### src/rtl/find_min.sv
// find_min: sequential signed minimum over eight packed 16-bit operands, one element per clock.
// Optional FIND_MIN_INDEX_EN adds the registered min_index output.
module find_min #(
    parameter int N = 8,
    parameter int W = 16
) (
    input  logic           clk,
    input  logic           rst_n,
    input  logic           start,
    input  logic [N*W-1:0] numbers,
    output logic           done,
    output logic [W-1:0]   result
`ifdef FIND_MIN_INDEX_EN
    ,
    output logic [2:0]     min_index
`endif
);
    typedef enum logic [1:0] {IDLE, SCAN, DONE} state_t;
    state_t         state_q, state_d;
    logic [N*W-1:0] data_q, data_d;
    logic [W-1:0]   min_q, min_d;
    logic [W-1:0]   result_q, result_d;
    logic [2:0]     idx_q, idx_d;
    logic           done_q, done_d;
    logic [W-1:0]   elem, cur_min;
    logic           less;
`ifdef FIND_MIN_INDEX_EN
    logic [2:0]     pos_q, pos_d, min_index_q, min_index_d, cur_pos;
`endif
    assign elem    = data_q[idx_q*W +: W];
    assign less    = $signed(elem) < $signed(min_q);
    assign cur_min = less ? elem : min_q;
`ifdef FIND_MIN_INDEX_EN
    assign cur_pos = less ? idx_q : pos_q;
`endif
    always_comb begin
        state_d  = state_q;
        data_d   = data_q;
        min_d    = min_q;
        idx_d    = idx_q;
        result_d = result_q;
        done_d   = done_q;
`ifdef FIND_MIN_INDEX_EN
        pos_d       = pos_q;
        min_index_d = min_index_q;
`endif
        case (state_q)
            IDLE: if (start) begin
                data_d  = numbers;
                min_d   = numbers[W-1:0];
                idx_d   = 3'd1;
                state_d = SCAN;
`ifdef FIND_MIN_INDEX_EN
                pos_d   = 3'd0;
`endif
            end
            SCAN: begin
                min_d = cur_min;
                idx_d = idx_q + 3'd1;
`ifdef FIND_MIN_INDEX_EN
                pos_d = cur_pos;
`endif
                // strict less-than keeps the lowest index on ties
                if (idx_q == 3'd7) begin
                    result_d = cur_min;
                    done_d   = 1'b1;
                    state_d  = DONE;
`ifdef FIND_MIN_INDEX_EN
                    min_index_d = cur_pos;
`endif
                end
            end
            DONE: if (!start) begin
                done_d  = 1'b0;
                state_d = IDLE;
            end
            default: state_d = IDLE;
        endcase
    end
    always_ff @(posedge clk or negedge rst_n) begin
        if (!rst_n) begin
            state_q  <= IDLE;
            data_q   <= '0;
            min_q    <= '0;
            idx_q    <= '0;
            result_q <= '0;
            done_q   <= 1'b0;
`ifdef FIND_MIN_INDEX_EN
            pos_q       <= '0;
            min_index_q <= '0;
`endif
        end else begin
            state_q  <= state_d;
            data_q   <= data_d;
            min_q    <= min_d;
            idx_q    <= idx_d;
            result_q <= result_d;
            done_q   <= done_d;
`ifdef FIND_MIN_INDEX_EN
            pos_q       <= pos_d;
            min_index_q <= min_index_d;
`endif
        end
    end
    assign done   = done_q;
    assign result = result_q;
`ifdef FIND_MIN_INDEX_EN
    assign min_index = min_index_q;
`endif
endmodule

### config.mk
export PLATFORM = sky130hd
export DESIGN_NAME = find_min
export DESIGN_NICKNAME = d
export VERILOG_FILES = /design/src/rtl/find_min.sv
export SDC_FILE = /design/constraint.sdc
export NUM_CORES = 1
export LEC_CHECK = 0
export BUFFER_PORTS_ARGS = -buffer_cell sky130_fd_sc_hd__buf_2
export CORE_AREA = 4 4 122 124
export CTS_CLUSTER_DIAMETER = 120
export DETAILED_ROUTE_END_ITERATION = 8
export DIE_AREA = 0 0 126 128
export HOLD_SLACK_MARGIN = 0.06
export MAX_ROUTING_LAYER = met4
export PLACE_DENSITY = 0.87
export SYNTH_ARGS = -nofsm -noshare
export SYNTH_HDL_FRONTEND = slang
export SYNTH_SLANG_ARGS = --single-unit
export TNS_END_PERCENT = 50
### constraint.sdc
create_clock -name clk -period 8.3 [get_ports clk]
set_clock_uncertainty 0.1 [all_clocks]
set_input_delay 1.66 -clock clk [delete_from_list [all_inputs] [get_ports clk]]
set_output_delay 1.66 -clock clk [all_outputs]
set_load 0.03 [all_outputs]
# --- Word-level counts from Yosys, hierarchy flattened ---
# Cells that the tools add are included.
word_totals:
  regBits: 166
  word_cells: 35
classes:
  n_eq_ne: 6
  magnitude_cmp: 1
  n_shift: 1
  reduce_logical: 8
  add_sub_neg: 1
  mux: 12
op_table:
  columns: ["cell", "n"]
  rows:
  - ["$shiftx 128x8->16", 1]
  - ["$mux 16", 2]
  - ["$pmux 16 s2", 1]
  - ["$lt 16x16->1", 1]
  - ["$mux 2", 3]
  - ["$ne 2x2->1 const B", 3]
  - ["$pmux 2 s3", 1]
  - ["$pmux 3 s2", 1]
  - ["$reduce_and 2->1", 3]
  - ["$reduce_and 3->1", 2]
  - ["$reduce_bool 2->1", 2]
  - ["$add 3x1->3 const B", 1]
  - ["$eq 3x3->1 const B", 1]
  - ["$mux 3", 1]
  - ["$eq 2x1->1 const B", 1]
  - ["$eq 2x2->1 const B", 1]
  - ["$logic_not 2->1", 1]
  - ["$mux 1", 2]
  - ["$pmux 1 s2", 1]

# --- Logic depth before layout (Yosys ltp) ---
logic_depth:
  ltp_word: 4
  mapped_depth: 15

# --- Worst setup path after synthesis ---
# Ideal clock, no wire load.
synth_path:
  path_kind: "register to register"
  start: "register idx_q[1]"
  end: "register result_q[10] (netlist: result[10])"
  path_slack_ps: 4362
  period_less_slack_ps: 3938
  path_buffers: 4
  setup_time_ps: 87
  stages_incl_launch_ff: 15
  arrival_ps: 3751
  path_cell_list: "dfrtp_1 -> clkbuf_1 -> buf_1 -> mux4_2 -> mux2i_1 -> inv_1 -> ha_1 -> a21oi_1 -> o21ai_0 -> a2111oi_4 -> nor2_2 -> or3_1 -> buf_6 -> buf_12 -> o221ai_2"
synth_between:
  elab_chain_len: 3
  word_cells_on_any_way: 5
synth_rtl:
  columns: ["element", "line_no", "text"]
  rows:
  - ["start, declared", "23", "logic [2:0] idx_q, idx_d;"]
  - ["start signal, assigned", "96", "idx_q <= idx_d;"]
  - ["$shiftx 128x8->16", "30", "assign elem = data_q[idx_q*W +: W];"]
  - ["$lt 16x16->1", "31", "assign less = $signed(elem) < $signed(min_q);"]
  - ["$mux 16", "32", "assign cur_min = less ? elem : min_q;"]
  - ["end signal, assigned", "97", "result_q <= result_d;"]
  - ["end, declared", "22", "logic [W-1:0] result_q, result_d;"]
# Parallel ways exist; a longest one is shown, timed or not.
# A chain may end at the register's enable or synchronous reset.

# --- Worst setup path in the final report ---
layout_path:
  start: "register idx_q[1]"
  end: "register result_q[0] (netlist: result[0])"
# Same word-level chain as after synthesis.

==> results by group <==
Flow run
  – Number of max-cap violations: 0

Floorplan
  – Cell row count: 43
  – Die W: 126 um
  – Core area: 13800 um^2
  – Starting Density: 59.1%
  – Io pins: 148
  – Die area: 16100 um^2
  – DIE HEIGHT: 128 um

CTS
  – TritonCTS buffer count: 17
  – Gates resized, CTS repair: 0
  – CTS tree: yes
  – Setup Fix Bufs, Post-CTS: 0
  – Clk slew on worst S/H paths: 0.06 ns
  – Total clock sinks: 166
  – Worst skew pair latency: 0.43 ns
  – Clock buffer depth: 2
  – Cts-stage hold buffer count: 0
  – Root Buffer: clkbuf_16
  – H-Tree Depth: 4

Timing
  – Setup TNS Final: 0 ns
  – Fmax: 208 MHz
  – Worst Slack Setup Final: 3.50 ns
  – Slew Limit Fails: 0
  – Final hold vios: 0
  – Worst-Margin Slew: 1.07 ns
  – Max-slew headroom: 28.8%
  – Final min period: 4.80 ns
  – RSZ-0062 raised after global routing: no
  – Final setup fails: 0
  – Fin crit share: 57.9%

Global route
  – First-pass GRT wire length: 35.0 mm
  – Global Route Usage Sum: 28.7%
  – Vias in the first global route: 6660
  – Total grt overflow: 0
  – Largest net degree at the start of global routing: 92
  – Initial antenna violation count: 0

Synth
  – Async SR Flop Fraction: 100%
  – Seq/Total Area, Yosys: 51.1%
  – Synth area leader: dfrtp_1
  – Cell area after synthesis: 8140 um^2
  – Netlist cell types: 40
  – Mean Syn Cell Area: 9.49 um^2
  – Synth warn: 0
  – EDFF count, synth: 0
  – Yosys reg bits: 166
  – Share of the synthesized area in the top cell type: 51.1%
  – Top post-synthesis cells by area: dfrtp_1 51%, nand2_1 18%, mux4_2 8.9%
  – Main synth FF type: dfrtp_1
  – Mapped Nets: 1005
  – Cells after Synth: 857

Final layout
  – Nets: 1121
  – Ant diodes: 0
  – FF/Latch Area: 4160 um^2
  – Area of the multi-input gates: 3620 um^2
  – Filler cells: 1046
  – Share of cells above drive strength 1: 25.5%
  – Area Overhead vs Synth: 16.6%
  – Final Util: 68.9%
  – Final Cell Area: 9490 um^2

Critical path
  – CP startpoint kind: flip-flop
  – CP delay by family, top: compound AO/OA/AOI/OAI gates
  – Worst Path Max Fanout: 20
  – CP max stage delay: 0.68 ns
  – Crit-path slowest cell: dfrtp_2
  – Worst-path cell chain: buf_4 > mux4_2 > mux2i_1 > inv_1 > ha_1 > o21ai_0 > a2111oi_0 > o21ai_0 > nor2_2 > nand3_1 > o221a_2
  – WS Path Type: flip-flop to flip-flop
  – Worst Path Arrival: 5.01 ns
  – Most used cell, CP: o21ai_0
  – Worst EP required: 8.51 ns
  – CP endpoint kind: flip-flop
  – Critical path buffer and inverter count: 2

Pwr
  – Peak supply drop: 200 uV
  – LEAKAGE: 4.94 nW
  – PwrDens: 463 nW/um^2

Drt
  – Post-route ant nets: 0
  – Detailed-route DRC error count: 0
  – Vias per inst: 5.73
  – Routed WL: 21.7 mm
  – Vias post-DR: 6668
  – Routed WL per cell: 18.6 um
  – Drt first pass iters: 5
  – 1st-iter DRT viols: 722

Status
  – Status: complete, no violations

Placed design
  – Placer Congestion: 0.945
  – Cell Area, Placed: 8920 um^2
  – Port Buffers: 147
  – Post-DP HPWL: 15.4 mm
  – Post-place setup slack: 3.53 ns

Hold path
  – Hold crit path type: flip-flop to flip-flop
## through the flow
stage	total power [mW]	hold slack (ns)	cells
after floorplan	3.04	0.340	857
after global placement	3.52	0.352	1134
after detailed placement	3.59	0.359	1134
after CTS	4.39	0.376	1164
after global routing	4.71	0.396	1164
final	4.39	0.376	1164
## synthesized netlist by cell type, types with 2 or more instances
| master | number |
|---|---|
| o221ai_2 | 10 |
| a21oi_1 | 5 |
| nand3_1 | 15 |
| nor2_1 | 9 |
| ha_1 | 17 |
| dfrtp_1 | 166 |
| clkbuf_1 | 48 |
| o221a_2 | 16 |
| mux4_2 | 32 |
| o21ai_0 | 24 |
| buf_2 | 3 |
| buf_1 | 3 |
| o22ai_1 | 17 |
| nor2b_1 | 2 |
| and2_1 | 2 |
| o221ai_1 | 5 |
| nand2_1 | 395 |
| nor3_1 | 17 |
| inv_1 | 32 |
| mux2i_1 | 17 |
| a22o_1 | 2 |
| buf_6 | 2 |
## layer usage
metal | vias to the layer above | GRT usage, % | wire, um
met5 | - | - | 0
met4 | 0 | 11.5 | 777
met3 | 51 | 7.67 | 1700
met2 | 283 | 42.2 | 10100
met1 | 3238 | 38.4 | 9060
li1 | 3096 | - | -
## state kept, by name, summed over array words and instances (netlist names)
| register | count |
|---|---|
| idx_q | 3 |
| min_q | 16 |
| data_q | 128 |
| result | 16 |
| done | 1 |
| state_q | 2 |
## final cells by class
type	count	area share, %
Sequential cell	166	43.8
Multi-Input combinational cell	601	38.1
Timing Repair Buffer	155	8.45
Clock buffer	19	4.67
Tap cell	180	2.37
Clock inverter	11	1.33
Inverter	32	1.27
## logic make-up (layout without fill, tap and decap cells)
group,after synthesis,count (layout),share of synthesized area (%)
simple gates,446,446,21.4
flops,166,166,51.1
buf+inv,90,217,4.63
fa+ha+maj,17,17,2.61
mux,50,50,11.1
compound gates,88,88,9.18
## path summary, 6_finish.rpt
check	cells past startpoint	slack, ns	endpoint	from
setup / recovery	11	3.50	result[0]	idx_q[1]
hold / removal	2	0.38	data_q[116]	data_q[116]
setup reg to reg	11	3.50	result[0]	idx_q[1]
hold reg to reg	2	0.38	data_q[116]	data_q[116]
max in group asynchronous	3	5.24	idx_q[1]	rst_n
min in group asynchronous	1	1.14	result[14]	rst_n
## power breakdown
part / total (mW) / internal [mW] / switching (mW)
registers: 1.50 / 1.20 / 0.300
logic: 2.12 / 0.905 / 1.22
clock network: 0.771 / 0.449 / 0.322
## placed cells by master (no fill, tap or decap), types with 2 or more instances in the layout
| cell | Yosys | final |
|---|---|---|
| a21oi_1 | 5 | 5 |
| a22o_1 | 2 | 2 |
| buf_2 | 3 | 146 |
| buf_4 | 1 | 8 |
| bufinv_16 | 0 | 2 |
| clkbuf_16 | 0 | 17 |
| clkinv_2 | 0 | 3 |
| clkinv_4 | 0 | 3 |
| dfrtp_1 | 166 | 165 |
| ha_1 | 17 | 17 |
| inv_1 | 32 | 32 |
| inv_6 | 0 | 2 |
| mux2i_1 | 17 | 17 |
| mux4_2 | 32 | 32 |
| nand2_1 | 395 | 394 |
| nand3_1 | 15 | 15 |
| nor2_1 | 9 | 9 |
| nor3_1 | 17 | 17 |
| o21ai_0 | 24 | 24 |
| o221a_2 | 16 | 16 |
| o221ai_1 | 5 | 5 |
| o221ai_2 | 10 | 10 |
| o22ai_1 | 17 | 17 |
## worst register-to-register path, delay by kind of cell, from the launching register on
family                   cells  cell delay, ns
AO/OA/AOI/OAI                4            1.34
multiplexers                 2            0.95
AND/OR/NAND/NOR              2            0.82
flip-flops                   1            0.68
buffers and inverters        2            0.53
adder cells (fa/ha/maj)      1            0.28
Power figures use the tool's default switching activity.
